===== src/rtl/access_signal_decoder.sv =====
`default_nettype none
// ============================================================================
//  Module      : access_signal_decoder
//  Description : Synchronises and glitch-filters the active-low bubble control
//                strobes, sequences them through an IDLE/ARMED/SHIFT access
//                state machine and drives clean active-high enables, access
//                ticks and protocol-error pulses for the bubble timing
//                generator.
//  Revision    : 1.0 - initial release
// ============================================================================
module access_signal_decoder #(
    parameter int FILTER_LEN    = 4,
    parameter int ARM_TIMEOUT   = 48000,
    parameter int TIMEOUT_WIDTH = 16
) (
    input  logic master_clock,
    input  logic master_reset,
    input  logic bubble_module_enable,
    input  logic n_bss,
    input  logic n_bsen,
    input  logic n_repen,
    input  logic n_booten,
    input  logic n_swapen,
    output logic bubble_shift_enable,
    output logic replicator_enable,
    output logic bootloop_enable,
    output logic swap_enable,
    output logic access_start_tick,
    output logic access_end_tick,
    output logic access_error
);

    // Bit positions of each strobe inside the input vectors
    localparam int c_BSS    = 0;
    localparam int c_BSEN   = 1;
    localparam int c_REPEN  = 2;
    localparam int c_BOOTEN = 3;
    localparam int c_SWAPEN = 4;
    localparam int c_NIN    = 5;

    localparam logic [3:0]               c_FILT_LAST = 4'(FILTER_LEN - 1);
    localparam logic [TIMEOUT_WIDTH-1:0] c_ARM_LAST  = TIMEOUT_WIDTH'(ARM_TIMEOUT - 1);
    localparam logic [TIMEOUT_WIDTH-1:0] c_ARM_ONE   = TIMEOUT_WIDTH'(1);

    typedef enum logic [1:0] {
        ST_IDLE  = 2'd0,
        ST_ARMED = 2'd1,
        ST_SHIFT = 2'd2
    } state_t;

    logic [c_NIN-1:0] w_raw;
    logic [c_NIN-1:0] r_sync1;
    logic [c_NIN-1:0] r_sync2;
    logic [c_NIN-1:0] w_filt;
    logic             r_bss_d1;
    logic             r_bsen_d1;
    logic             w_bss_rise;
    logic             w_bsen_rise;
    logic             w_bsen_fall;

    state_t                   r_state;
    state_t                   w_state_nxt;
    logic [TIMEOUT_WIDTH-1:0] r_arm_cnt;
    logic [TIMEOUT_WIDTH-1:0] w_arm_cnt_nxt;
    logic                     r_boot;
    logic                     w_boot_nxt;
    logic                     w_start_nxt;
    logic                     w_end_nxt;
    logic                     w_err_nxt;
    logic                     r_shift;
    logic                     r_rep;
    logic                     r_swap;
    logic                     r_start;
    logic                     r_end;
    logic                     r_err;

    // Strobes are active low on the connector; work internally active high
    assign w_raw = ~{n_swapen, n_booten, n_repen, n_bsen, n_bss};

    // Two-flop synchroniser for every asynchronous strobe
    always_ff @(posedge master_clock or posedge master_reset) begin
        if (master_reset) begin
            r_sync1 <= '0;
            r_sync2 <= '0;
        end else begin
            r_sync1 <= w_raw;
            r_sync2 <= r_sync1;
        end
    end

    generate
        for (genvar gi = 0; gi < c_NIN; gi++) begin : g_filter
            logic [3:0] r_stab_cnt;
            logic       r_level;

            // Level follows the synchronised input only after it has differed for FILTER_LEN cycles
            always_ff @(posedge master_clock or posedge master_reset) begin
                if (master_reset) begin
                    r_stab_cnt <= 4'd0;
                    r_level    <= 1'b0;
                end else if (r_sync2[gi] == r_level) begin
                    r_stab_cnt <= 4'd0;
                end else if (r_stab_cnt == c_FILT_LAST) begin
                    r_level    <= r_sync2[gi];
                    r_stab_cnt <= 4'd0;
                end else begin
                    r_stab_cnt <= r_stab_cnt + 4'd1;
                end
            end

            assign w_filt[gi] = r_level;
        end
    endgenerate

    // Previous filtered levels of the strobes whose edges drive the FSM; these
    // track even while disabled so stale edges are never replayed
    always_ff @(posedge master_clock or posedge master_reset) begin
        if (master_reset) begin
            r_bss_d1  <= 1'b0;
            r_bsen_d1 <= 1'b0;
        end else begin
            r_bss_d1  <= w_filt[c_BSS];
            r_bsen_d1 <= w_filt[c_BSEN];
        end
    end

    assign w_bss_rise  = w_filt[c_BSS]  & ~r_bss_d1;
    assign w_bsen_rise = w_filt[c_BSEN] & ~r_bsen_d1;
    assign w_bsen_fall = ~w_filt[c_BSEN] & r_bsen_d1;

    // Access sequencing: next state, timeout count, bootloop latch and tick requests
    always_comb begin
        w_state_nxt   = r_state;
        w_arm_cnt_nxt = r_arm_cnt;
        w_boot_nxt    = r_boot;
        w_start_nxt   = 1'b0;
        w_end_nxt     = 1'b0;
        w_err_nxt     = 1'b0;

        if (!bubble_module_enable) begin
            w_state_nxt   = ST_IDLE;
            w_arm_cnt_nxt = '0;
            w_boot_nxt    = 1'b0;
        end else begin
            case (r_state)
                ST_IDLE: begin
                    if (w_bss_rise) begin
                        w_state_nxt   = ST_ARMED;
                        w_arm_cnt_nxt = '0;
                        w_boot_nxt    = w_filt[c_BOOTEN];
                    end else if (w_bsen_rise) begin
                        w_err_nxt = 1'b1;
                    end
                end
                ST_ARMED: begin
                    // bsen is tested as a level so a same-cycle bss/bsen pair still starts
                    if (w_filt[c_BSEN]) begin
                        w_state_nxt = ST_SHIFT;
                        w_start_nxt = 1'b1;
                    end else if (r_arm_cnt == c_ARM_LAST) begin
                        w_state_nxt   = ST_IDLE;
                        w_err_nxt     = 1'b1;
                        w_boot_nxt    = 1'b0;
                        w_arm_cnt_nxt = '0;
                    end else begin
                        w_arm_cnt_nxt = r_arm_cnt + c_ARM_ONE;
                    end
                end
                ST_SHIFT: begin
                    if (w_bsen_fall) begin
                        w_state_nxt = ST_IDLE;
                        w_end_nxt   = 1'b1;
                        w_boot_nxt  = 1'b0;
                    end
                end
                default: begin
                    w_state_nxt   = ST_IDLE;
                    w_arm_cnt_nxt = '0;
                    w_boot_nxt    = 1'b0;
                end
            endcase
        end
    end

    // State register and registered outputs derived from the next state
    always_ff @(posedge master_clock or posedge master_reset) begin
        if (master_reset) begin
            r_state   <= ST_IDLE;
            r_arm_cnt <= '0;
            r_boot    <= 1'b0;
            r_shift   <= 1'b0;
            r_rep     <= 1'b0;
            r_swap    <= 1'b0;
            r_start   <= 1'b0;
            r_end     <= 1'b0;
            r_err     <= 1'b0;
        end else begin
            r_state   <= w_state_nxt;
            r_arm_cnt <= w_arm_cnt_nxt;
            r_boot    <= w_boot_nxt;
            r_shift   <= (w_state_nxt == ST_SHIFT);
            r_rep     <= (w_state_nxt == ST_SHIFT) & w_filt[c_REPEN];
            r_swap    <= bubble_module_enable & w_filt[c_SWAPEN];
            r_start   <= w_start_nxt;
            r_end     <= w_end_nxt;
            r_err     <= w_err_nxt;
        end
    end

    assign bubble_shift_enable = r_shift;
    assign replicator_enable   = r_rep;
    assign bootloop_enable     = r_boot;
    assign swap_enable         = r_swap;
    assign access_start_tick   = r_start;
    assign access_end_tick     = r_end;
    assign access_error        = r_err;

endmodule
`default_nettype wire


===== config.mk =====
export PLATFORM = sky130hd
export DESIGN_NAME = access_signal_decoder
export DESIGN_NICKNAME = d
export VERILOG_FILES = /design/src/rtl/access_signal_decoder.sv
export SDC_FILE = /design/constraint.sdc
export NUM_CORES = 1
export LEC_CHECK = 0
export ABC_AREA = 0
export BUFFER_PORTS_ARGS = -buffer_cell sky130_fd_sc_hd__buf_2
export CORE_MARGIN = 2
export CORE_UTILIZATION = 53
export DETAILED_ROUTE_END_ITERATION = 7
export GPL_ROUTABILITY_DRIVEN = 0
export PLACE_DENSITY = 0.71
export SYNTH_ARGS = -nofsm -noshare
export SYNTH_HDL_FRONTEND = slang
export SYNTH_SLANG_ARGS = --single-unit

===== constraint.sdc =====
create_clock -name master_clock -period 2.4 [get_ports master_clock]
set_clock_uncertainty 0.1 [all_clocks]
set_input_delay 0.24 -clock master_clock [delete_from_list [all_inputs] [get_ports master_clock]]
set_output_delay 0.24 -clock master_clock [all_outputs]
set_load 0.1 [all_outputs]

==> results of run 1 <==
cell usage after synthesis, drive strengths merged, types with 2 or more instances:
cell type  count  area share
ha             6       0.027
nand4b         2      0.0063
o21ai          7       0.013
buf            5       0.014
o211ai         2      0.0054
or3            4      0.0090
nor4           2      0.0045
a21o           7       0.019
a21oi         11       0.020
dfrtp         62        0.56
nor2b          9       0.020
a22oi          2      0.0054
clkbuf         2      0.0027
nand3         13       0.023
o31ai          2      0.0054
inv            9       0.012
mux2           5       0.020
nand4          8       0.018
nor3b          6       0.016
and3           5       0.011
xor2           7       0.022
nand2         19       0.026
and4           2      0.0072
nand3b         6       0.021
and2           3      0.0068
nor3           9       0.016
xnor2          5       0.016
nor2          17       0.023
nand2b         9       0.020
through the flow:
stage / area, µm² / power, mW / util / hold WS [ps] / std cells
after global placement: 2912 / 2.175 / 0.5737 / 232.6 / 334
after detailed placement: 2912 / 2.184 / 0.5737 / 236.3 / 334
final: 3204 / 3.214 / 0.6314 / 137.0 / 356
after CTS: 3204 / 3.254 / 0.6314 / 117.0 / 356
after global routing: 3204 / 3.413 / 0.6314 / 130.7 / 356
after floorplan: 2774 / 2.062 / - / 199.4 / 255
worst paths after layout:
check,from,end,slack [ps],cells after the start
max,r_arm_cnt[0],r_arm_cnt[15],330,6
min,bubble_module_enable,bootloop_enable,140,3
max reg2reg,r_arm_cnt[0],r_arm_cnt[15],330,6
min reg2reg,r_sync1[4],r_sync2[4],250,0
max in group asynchronous,master_reset,r_bsen_d1,1210,4
min in group asynchronous,master_reset,r_sync2[4],420,3
report_power, final:
| group | switching (mW) | total [mW] | internal (mW) | leakage (nW) |
|---|---|---|---|---|
| logic | 0.483 | 0.789 | 0.306 | 0.560 |
| registers | 0.160 | 1.38 | 1.22 | 0.815 |
| clock network | 0.403 | 1.04 | 0.641 | 0.116 |
per-layer routing:
metal  track usage  wire, µm
met1        0.2366      2201
met2        0.2876      2284
met3       0.05687       206
met4       0.09455        77
met5             0         0
cell families after synthesis:
group           after synthesis
mux                           5
flops                        62
xor+xnor                     12
fa+ha+maj                     6
buf+inv                      16
compound gates               37
simple gates                117
critical path: stages, from the launching register on:
cell     delay [ps]
dfrtp_1         420
ha_1            280
and3_1          210
nand4_1         150
o21a_1          370
a21o_1          220
a22o_1          210
placed cells by master, fill, tap and decap left out, types with 2 or more instances in the layout:
master,netlist,final
nand4b_1,2,2
a21o_1,7,7
o21ai_0,5,5
nand2_1,19,19
nor2b_1,9,9
or3_1,4,4
dlygate4sd3_1,0,6
o211ai_1,2,2
a21oi_1,11,11
nand3b_1,5,5
o31ai_1,2,2
bufinv_16,0,2
inv_1,9,8
xnor2_1,5,5
nand2b_1,9,9
nor3b_1,6,6
o21ai_1,2,2
clkbuf_8,0,11
nand3_1,13,13
nor3_1,9,9
and2_1,3,3
buf_2,2,14
nand4_1,8,8
nor2_1,17,17
xor2_1,7,7
and3_1,5,5
a22oi_1,2,2
ha_1,6,6
mux2_2,5,5
dfrtp_1,62,62
nor4_1,2,2
flip-flops by register name, summed over array words and instances (netlist names):
register and count:
access_end_tick 1, access_error 1, access_start_tick 1, bootloop_enable 1, bubble_shift_enable 1, g_filter.r_level 5, g_filter.r_stab_cnt 20, r_arm_cnt 16
r_bsen_d1 1, r_bss_d1 1, r_state 2, r_sync1 5, r_sync2 5, replicator_enable 1, swap_enable 1
repair_timing:
action                                  in CTS  in global routing
endpoints found under the setup margin       0                  0
hold buffers                                 6                  0
endpoints found under the hold margin       32                  0
area by class of cell:
class	instances	area (µm²)	area share
clock buffers	11	151.4	0.04725
clock inverters	5	81.33	0.02538
inverters	9	33.78	0.01054
multi-input cells	177	1141	0.3561
flip-flops and latches	62	1551	0.4842
well taps	70	87.58	0.02733
repair buffers	22	157.7	0.04920
==> metrics.txt, run 1 <==
status=complete, no violations; path type of the worst setup path=reg -> reg; CTS resizes=0; Avg WL per Cell=13.40 µm; Antenna diodes=0; Critical Path Start Type=flip-flop; CP Data Arrival Time=2210 ps; CTS tree=yes; Max-Cap Viols=0; H-Tree Level Count=3; layout cell share with drive strength beyond 1=0.1434; Post-synth ARST share=1.000; first-pass GRT wire length=between 8000 and 9000 µm; worst setup margin=328.0 ps; Synth Instances=255; Vias=1923; PwrDens=1003 mW/mm²; sequential-to-total area share from yosys stat=0.5593; clk root buf=clkbuf_8; HPWL after DPL=~3200 µm; global-route usage over all layers=0.1855; post-synthesis compound-gate area fraction=0.08570; IO Port Bufs=14; DRC viols=0; flops & latches, synth=62; Post-Synth Simple-Gate Area=0.2404; Lkg Pwr=1.491 nW; die span in x=76.35 µm; Tcrit/Tclk final=0.8633; Worst-Skew Late Latency=340 ps; final net count=295; Setup TNS=0 ps; Yosys warning count=0; drt total wl=4769 µm; Worst slew margin=0.6152; initial DRC count=178; Setup Buffers After CTS=0; Synth Area in XOR/XNOR=0.03789; clock sinks=just over 60; DR pass1 iterations=4; Mapped Nets=269; placeable core region=0.005075 mm²; chip height=76.35 µm; Main synth FF type=dfrtp_1; HP Class=in -> reg; worst slew pin tran=576.4 ps; row cnt=26; gr ovfl total=0; Mapped Area=0.002774 mm²; Final Hold Viols=0; Via density=~5.4; number of global-route vias before repair=1922; mux cell area share after synthesis=0.02030; Setup WS pre-CTS=around 350 ps; clk slew on worst S/H paths=70 ps; Final Slew Violations=0; crit end category=flip-flop; unrepaired setup endpoints after global routing=false; io pins=15; main combinational cell family by area after synthesis=simple AND/OR/NAND/NOR gates; largest net degree at the start of global routing=36; synthesis-to-finish area growth=15.52%; Clock Path Buffers=2; number of library cell types mapped by synthesis=between 40 and 50; Post-synth EDFFs=0; area share of fa/ha/maj cells after synthesis=0.02706; Avg Cell Area, Syn=10.88 µm²; DIE AREA=0.005829 mm²; clock period minus worst slack=2072 ps; filler instances=403; final setup vio count=0; crit-path max FO=12; Max Freq=0.4826 GHz; number of CTS-inserted buffers=9; initial antenna violation count=0; CP Data Required Time=between 2000 and 3000 ps; Max VDD drop=between 0.0005 and 0.0006 V; Antenna Nets Post-Route=0; Initial Util=0.5466
Note: power is estimated with default switching activity, not from simulation.
==> inputs of run 2 (changes only) <==
--- a/config.mk
+++ b/config.mk
@@ -7,7 +7,7 @@
 export LEC_CHECK = 0
 export ABC_AREA = 0
 export BUFFER_PORTS_ARGS = -buffer_cell sky130_fd_sc_hd__buf_2
-export CORE_MARGIN = 2
+export CORE_MARGIN = 10
 export CORE_UTILIZATION = 53
 export DETAILED_ROUTE_END_ITERATION = 7
 export GPL_ROUTABILITY_DRIVEN = 0
==> metrics.txt, run 2 (synthesis results as in run 1) <==
Vias=1908 (-0.78%); Worst slew margin=0.5076 (-0.1076); synthesis-to-finish area growth=13.76%; number of CTS-inserted buffers=9 (unchanged); Final Slew Violations=0 (unchanged); placeable core region=0.005107 mm² (+0.64%); filler instances=439 (+8.9%); Multi-input gate area=0.001141 mm² (unchanged); R2R depth=6 (unchanged); CP Data Required Time=2520 ps (about the same); start of the worst register-to-register path=r_arm_cnt[0]; global-route usage over all layers=0.1195 (-0.06606); final setup vio count=0 (unchanged); HP Class=in -> async; clock period minus worst slack=2059 ps (-13.34 ps); Worst-Skew Late Latency=330 ps (about the same); DIE AREA=0.008528 mm² (+46%); die span in x=92.35 µm (+21%); IO Port Bufs=14 (unchanged); Min Hold Slack=-5.162 ps (-142.2 ps); H-Tree Level Count=3 (unchanged); gr ovfl total=0 (unchanged); status=finished, violations left; Clock Path Buffers=2 (unchanged); crit end category=flip-flop; clk slew on worst S/H paths=60 ps (about the same); path type of the worst setup path=reg -> reg; layout cell share with drive strength beyond 1=0.1404 (-0.003006); initial DRC count=97 (-46%); largest net degree at the start of global routing=63 (+75%); Max-Cap Viols=0 (unchanged); Most flops, register=g_filter.r_stab_cnt; io pins=15 (unchanged); DR pass1 iterations=4 (unchanged); CP max stage cell=dfrtp_1; row cnt=26 (unchanged); CP Data Arrival Time=2180 ps (-30 ps); Initial Util=0.5431 (-0.003481); DRC viols=0 (unchanged); clk root buf=clkbuf_8; Lkg Pwr=1.473 nW (-1.2%); final net count=295 (unchanged); Antenna diodes=0 (unchanged); chip height=92.35 µm (+21%); worst slew pin tran=738.6 ps (+162.3 ps); number of global-route vias before repair=1879 (-2.2%); max reg flops=20 (unchanged); commonest non-fill, non-tap cells in the layout=62 x dfrtp_1, 19 x nand2_1, 17 x nor2_1, 14 x buf_2, 13 x nand3_1; drt total wl=4644 µm (-2.6%); CTS tree=yes; Antenna Nets Post-Route=0 (unchanged); worst r2r dst=r_arm_cnt[15]; commonest non-fill, non-tap cell in the layout=dfrtp_1; CP max stage delay=410 ps (about the same); register area=0.001551 mm² (unchanged); initial antenna violation count=0 (unchanged); crit path cell chain=ha_1 -> and3_1 -> nand4_1 -> o21a_1 -> a21o_1 -> a22o_1; crit-path max FO=12 (unchanged); Avg WL per Cell=13.08 µm (-2.3%); final std cell area, no fill=0.003156 mm² (-1.5%); clock sinks=62 (unchanged); first-pass GRT wire length=8169 µm (-4.1%); Final Hold Viols=2 (+2); Reg2Reg Setup Slack=340 ps (about the same); PwrDens=979.7 mW/mm² (-2.3%); HPWL after DPL=3229 µm (+1.5%); largest registers=g_filter.r_stab_cnt (20), r_arm_cnt (16); Tcrit/Tclk final=0.8578 (-0.005557); Placed Area=0.002907 mm² (-0.17%); unrepaired setup endpoints after global routing=false; Max VDD drop=0.0005221 V (-3.2%); Max Freq=0.4857 GHz (+0.65%); Via density=5.375 (-0.50%); failing checks=negative hold slack; Setup Buffers After CTS=0 (unchanged); Critical Path Start Type=flip-flop; Setup TNS=0 ps (unchanged)
==> run 2: layer usage <==
layer | GRT usage | part of all wire
met1 | 0.1379 | 0.45
met2 | 0.1882 | 0.49
met3 | 0.04681 | 0.035
met4 | 0.06298 | 0.018
met5 | 0 | 0
==> run 2: power by group <==
| part | leakage [nW] | switching (mW) | total, mW | internal, mW |
|---|---|---|---|---|
| Clock | 0.102 | 0.380 | 0.911 | 0.531 |
| Combinational | 0.555 | 0.486 | 0.793 | 0.307 |
| Sequential | 0.815 | 0.165 | 1.39 | 1.22 |
==> run 2: cell type report <==
cell class	count	area share
clock inverters	3	0.01388
clock buffers	12	0.04917
flip-flops and latches	62	0.4917
well taps	70	0.02776
multi-input cells	177	0.3616
inverters	9	0.01071
repair buffers	22	0.04520
==> run 2: timing repair <==
action | 4_1_cts | 5_1_grt
hold endpoints to repair | 5 | 0
gates resized for setup | 0 | 0
hold buffers | 5 | 0
==> run 2: how the worst max path moves through the flow <==
stage	from	to	slack (ps)
detailed placement	r_arm_cnt[0]	r_arm_cnt[15]	380
global placement	r_arm_cnt[0]	r_arm_cnt[15]	420
CTS	r_arm_cnt[0]	r_arm_cnt[15]	360
finish	r_arm_cnt[0]	r_arm_cnt[15]	340
floorplan	master_reset	access_end_tick	520
global route	r_arm_cnt[0]	r_arm_cnt[15]	240
==> run 2: worst max-delay path: cells and delay by family, from the launching register on <==
family	cells	cell delay (ps)
AOI/OAI and AO/OA	3	800
adders and majority gates	1	280
DFF	1	410
and+or+nand+nor	2	350
==> run 2: per-stage QoR <==
stage	hold WS, ps	utilization	cells	worst slack [ps]	total power, mW
6_report	-5.162	0.6178	355	341.3	3.091
2_1_floorplan	199.4	-	255	515.3	2.062
3_5_place_dp	235.6	0.5691	335	376.9	2.203
5_1_grt	62.52	0.6178	355	241.6	3.288
3_3_place_gp	232.7	0.5691	335	418.5	2.178
4_1_cts	25.73	0.6178	355	362.1	3.135
==> inputs of run 3 (changes only) <==
--- a/config.mk
+++ b/config.mk
@@ -7,6 +7,7 @@
 export LEC_CHECK = 0
 export ABC_AREA = 0
 export BUFFER_PORTS_ARGS = -buffer_cell sky130_fd_sc_hd__buf_2
+export CORE_ASPECT_RATIO = 1.5
 export CORE_MARGIN = 10
 export CORE_UTILIZATION = 53
 export DETAILED_ROUTE_END_ITERATION = 7
==> metrics.txt, run 3 (synthesis results as in run 1) <==
Setup TNS=0 ps (unchanged); Most flops, register=g_filter.r_stab_cnt; met3 Track Usage GR=0.03987 (-0.006945); IO Port Bufs=14 (unchanged); Tcrit/Tclk final=0.8661 (+0.008275); CTS tree=yes; global-route usage over all layers=0.1277 (+0.008243); M2 GR Usage=0.2140 (+0.02580); CP Data Arrival Time=2210 ps (+30 ps); row cnt=32 (+23%); Tot Pwr=3.294 mW (+6.5%); die span in x=79.07 µm (-14%); crit path cell chain=ha_1 -> and3_1 -> nand4_1 -> o21a_1 -> a21o_1 -> a22o_1; Min Hold Slack=1.084 ps (+6.246 ps); DRC viols=0 (unchanged); CP max stage delay=410 ps (about the same); PwrDens=1030 mW/mm² (+5.1%); Final Slew Violations=0 (unchanged); CP Data Required Time=2530 ps (about the same); Placed Area=0.002904 mm² (about the same); clk slew on worst S/H paths=70 ps (about the same); Antenna diodes=0 (unchanged); worst slew pin tran=748.9 ps (+10.31 ps); layout cell share with drive strength beyond 1=0.1469 (+0.006502); Sw Ratio=0.3253 (-0.008392); CP max stage cell=dfrtp_1; Lkg Pwr=1.483 nW (+0.66%); clock sinks=62 (unchanged); drt total wl=4855 µm (+4.5%); Comb power frac=0.242 (-0.015); path type of the worst setup path=reg -> reg; synthesis-to-finish area growth=15.34%; chip height=108.6 µm (+18%); Final Hold Viols=0 (-2); H-Tree Level Count=3 (unchanged); Reg2Reg Setup Slack=320 ps (-20 ps); initial DRC count=171 (+76%); crit end category=flip-flop; final setup vio count=0 (unchanged); final net count=295 (unchanged); DIE AREA=0.008587 mm² (+0.70%); DR pass1 iterations=4 (unchanged); initial antenna violation count=0 (unchanged); Initial Util=0.5413 (-0.001856); Clock power frac=0.338 (+0.043); Antenna Nets Post-Route=0 (unchanged); Sequential Power Share=0.421 (-0.028); commonest non-fill, non-tap cell in the layout=dfrtp_1; final std cell area, no fill=0.003199 mm² (+1.4%); Vias=1949 (+2.1%); Avg WL per Cell=13.71 µm (+4.8%); Worst slew margin=0.5007 (-0.006875); gr ovfl total=0 (unchanged); Worst-Skew Late Latency=340 ps (about the same); largest registers=g_filter.r_stab_cnt (20), r_arm_cnt (16); io pins=15 (unchanged); HP Class=in -> async; Max-Cap Viols=0 (unchanged); first-pass GRT wire length=8714 µm (+6.7%); Clock Path Buffers=2 (unchanged); Via density=5.506 (+2.4%); number of CTS-inserted buffers=9 (unchanged); commonest non-fill, non-tap cells in the layout=62 x dfrtp_1, 19 x nand2_1, 17 x nor2_1, 14 x buf_2, 13 x nand3_1; max reg flops=20 (unchanged); worst setup margin=321.5 ps (-19.86 ps); Switch Pwr=1.071 mW (+3.9%); met1 Use GR=0.1406 (+0.002645); CTS resizes=0 (unchanged); GRT Max-Usage Layer=met2; clock period minus worst slack=2079 ps (+19.86 ps); HPWL after DPL=3344 µm (+3.6%); internal power=2.222 mW (+7.9%); number of global-route vias before repair=1964 (+4.5%); placeable core region=0.005125 mm² (+0.34%); Max Freq=0.4811 GHz (-0.96%); crit-path max FO=12 (unchanged); Setup WS pre-CTS=366.1 ps (-10.87 ps); Max VDD drop=0.0006218 V (+19%); unrepaired setup endpoints after global routing=false; Critical Path Start Type=flip-flop; largest net degree at the start of global routing=63 (unchanged); Setup Buffers After CTS=0 (unchanged); clk root buf=clkbuf_8; status=complete, no violations; filler instances=445 (+1.4%)
run 3: changes by cell type in the layout (fill, tap and decap cells not counted):
cell	previous run	this run
clkbuf_8	11	9
bufinv_16	1	3
clkinv_2	1	0
clkinv_4	1	0
inv_6	0	1
clkinvlp_4	0	3
clkbuf_1	1	0
run 3: final timing paths:
kind | cells after the start | endpoint | from
setup / recovery | 6 | r_arm_cnt[15] | r_arm_cnt[0]
hold / removal | 3 | r_arm_cnt[11] | master_reset
setup reg to reg | 6 | r_arm_cnt[15] | r_arm_cnt[0]
hold reg to reg | 0 | r_sync2[0] | r_sync1[0]
max in group asynchronous | 3 | r_sync1[0] | master_reset
min in group master_clock | 2 | bubble_shift_enable | bubble_module_enable
run 3: area by class of cell:
class	count	area, µm²	area share
Multi-Input combinational cell	177	1141	0.3567
Tap cell	68	85.08	0.02659
Clock buffer	9	123.9	0.03872
Inverter	9	33.78	0.01056
Sequential cell	62	1551	0.4849
Timing Repair Buffer	22	142.6	0.04458
Clock inverter	7	121.4	0.03793
run 3: timing repair:
item / in CTS / in global routing
setup endpoints to repair: 0 / 0
endpoints found under the hold margin: 5 / 0
hold buffers: 5 / 0
run 3: per-layer routing:
| layer | routed length, µm | up-vias |
|---|---|---|
| met5 | 0 | - |
| met4 | 93 | 0 |
| met3 | 232 | 15 |
| met2 | 2519 | 43 |
| met1 | 2011 | 938 |
| li1 | - | 953 |
run 3: worst max-delay path: cells and delay by family, from the launching register on:
family                     cells  cell delay, ps
AOI/OAI and AO/OA              3             820
adders and majority gates      1             280
DFF                            1             410
and+or+nand+nor                2             360
run 3: metrics by stage:
step / std cells / util
floorplan: 255 / -
global placement: 333 / 0.5667
detailed placement: 333 / 0.5667
CTS: 354 / 0.6243
global route: 354 / 0.6243
finish: 354 / 0.6243
run 3: power by group through the flow:
| stage | sequential [mW] | clock [mW] | combinational (mW) |
|---|---|---|---|
| 2_1_floorplan | 1.52 | 0 | 0.541 |
| 3_3_place_gp | 1.40 | 0 | 0.785 |
| 3_5_place_dp | 1.41 | 0 | 0.800 |
| 4_1_cts | 1.39 | 1.13 | 0.815 |
| 5_1_grt | 1.42 | 1.17 | 0.899 |
| 6_report | 1.39 | 1.11 | 0.796 |
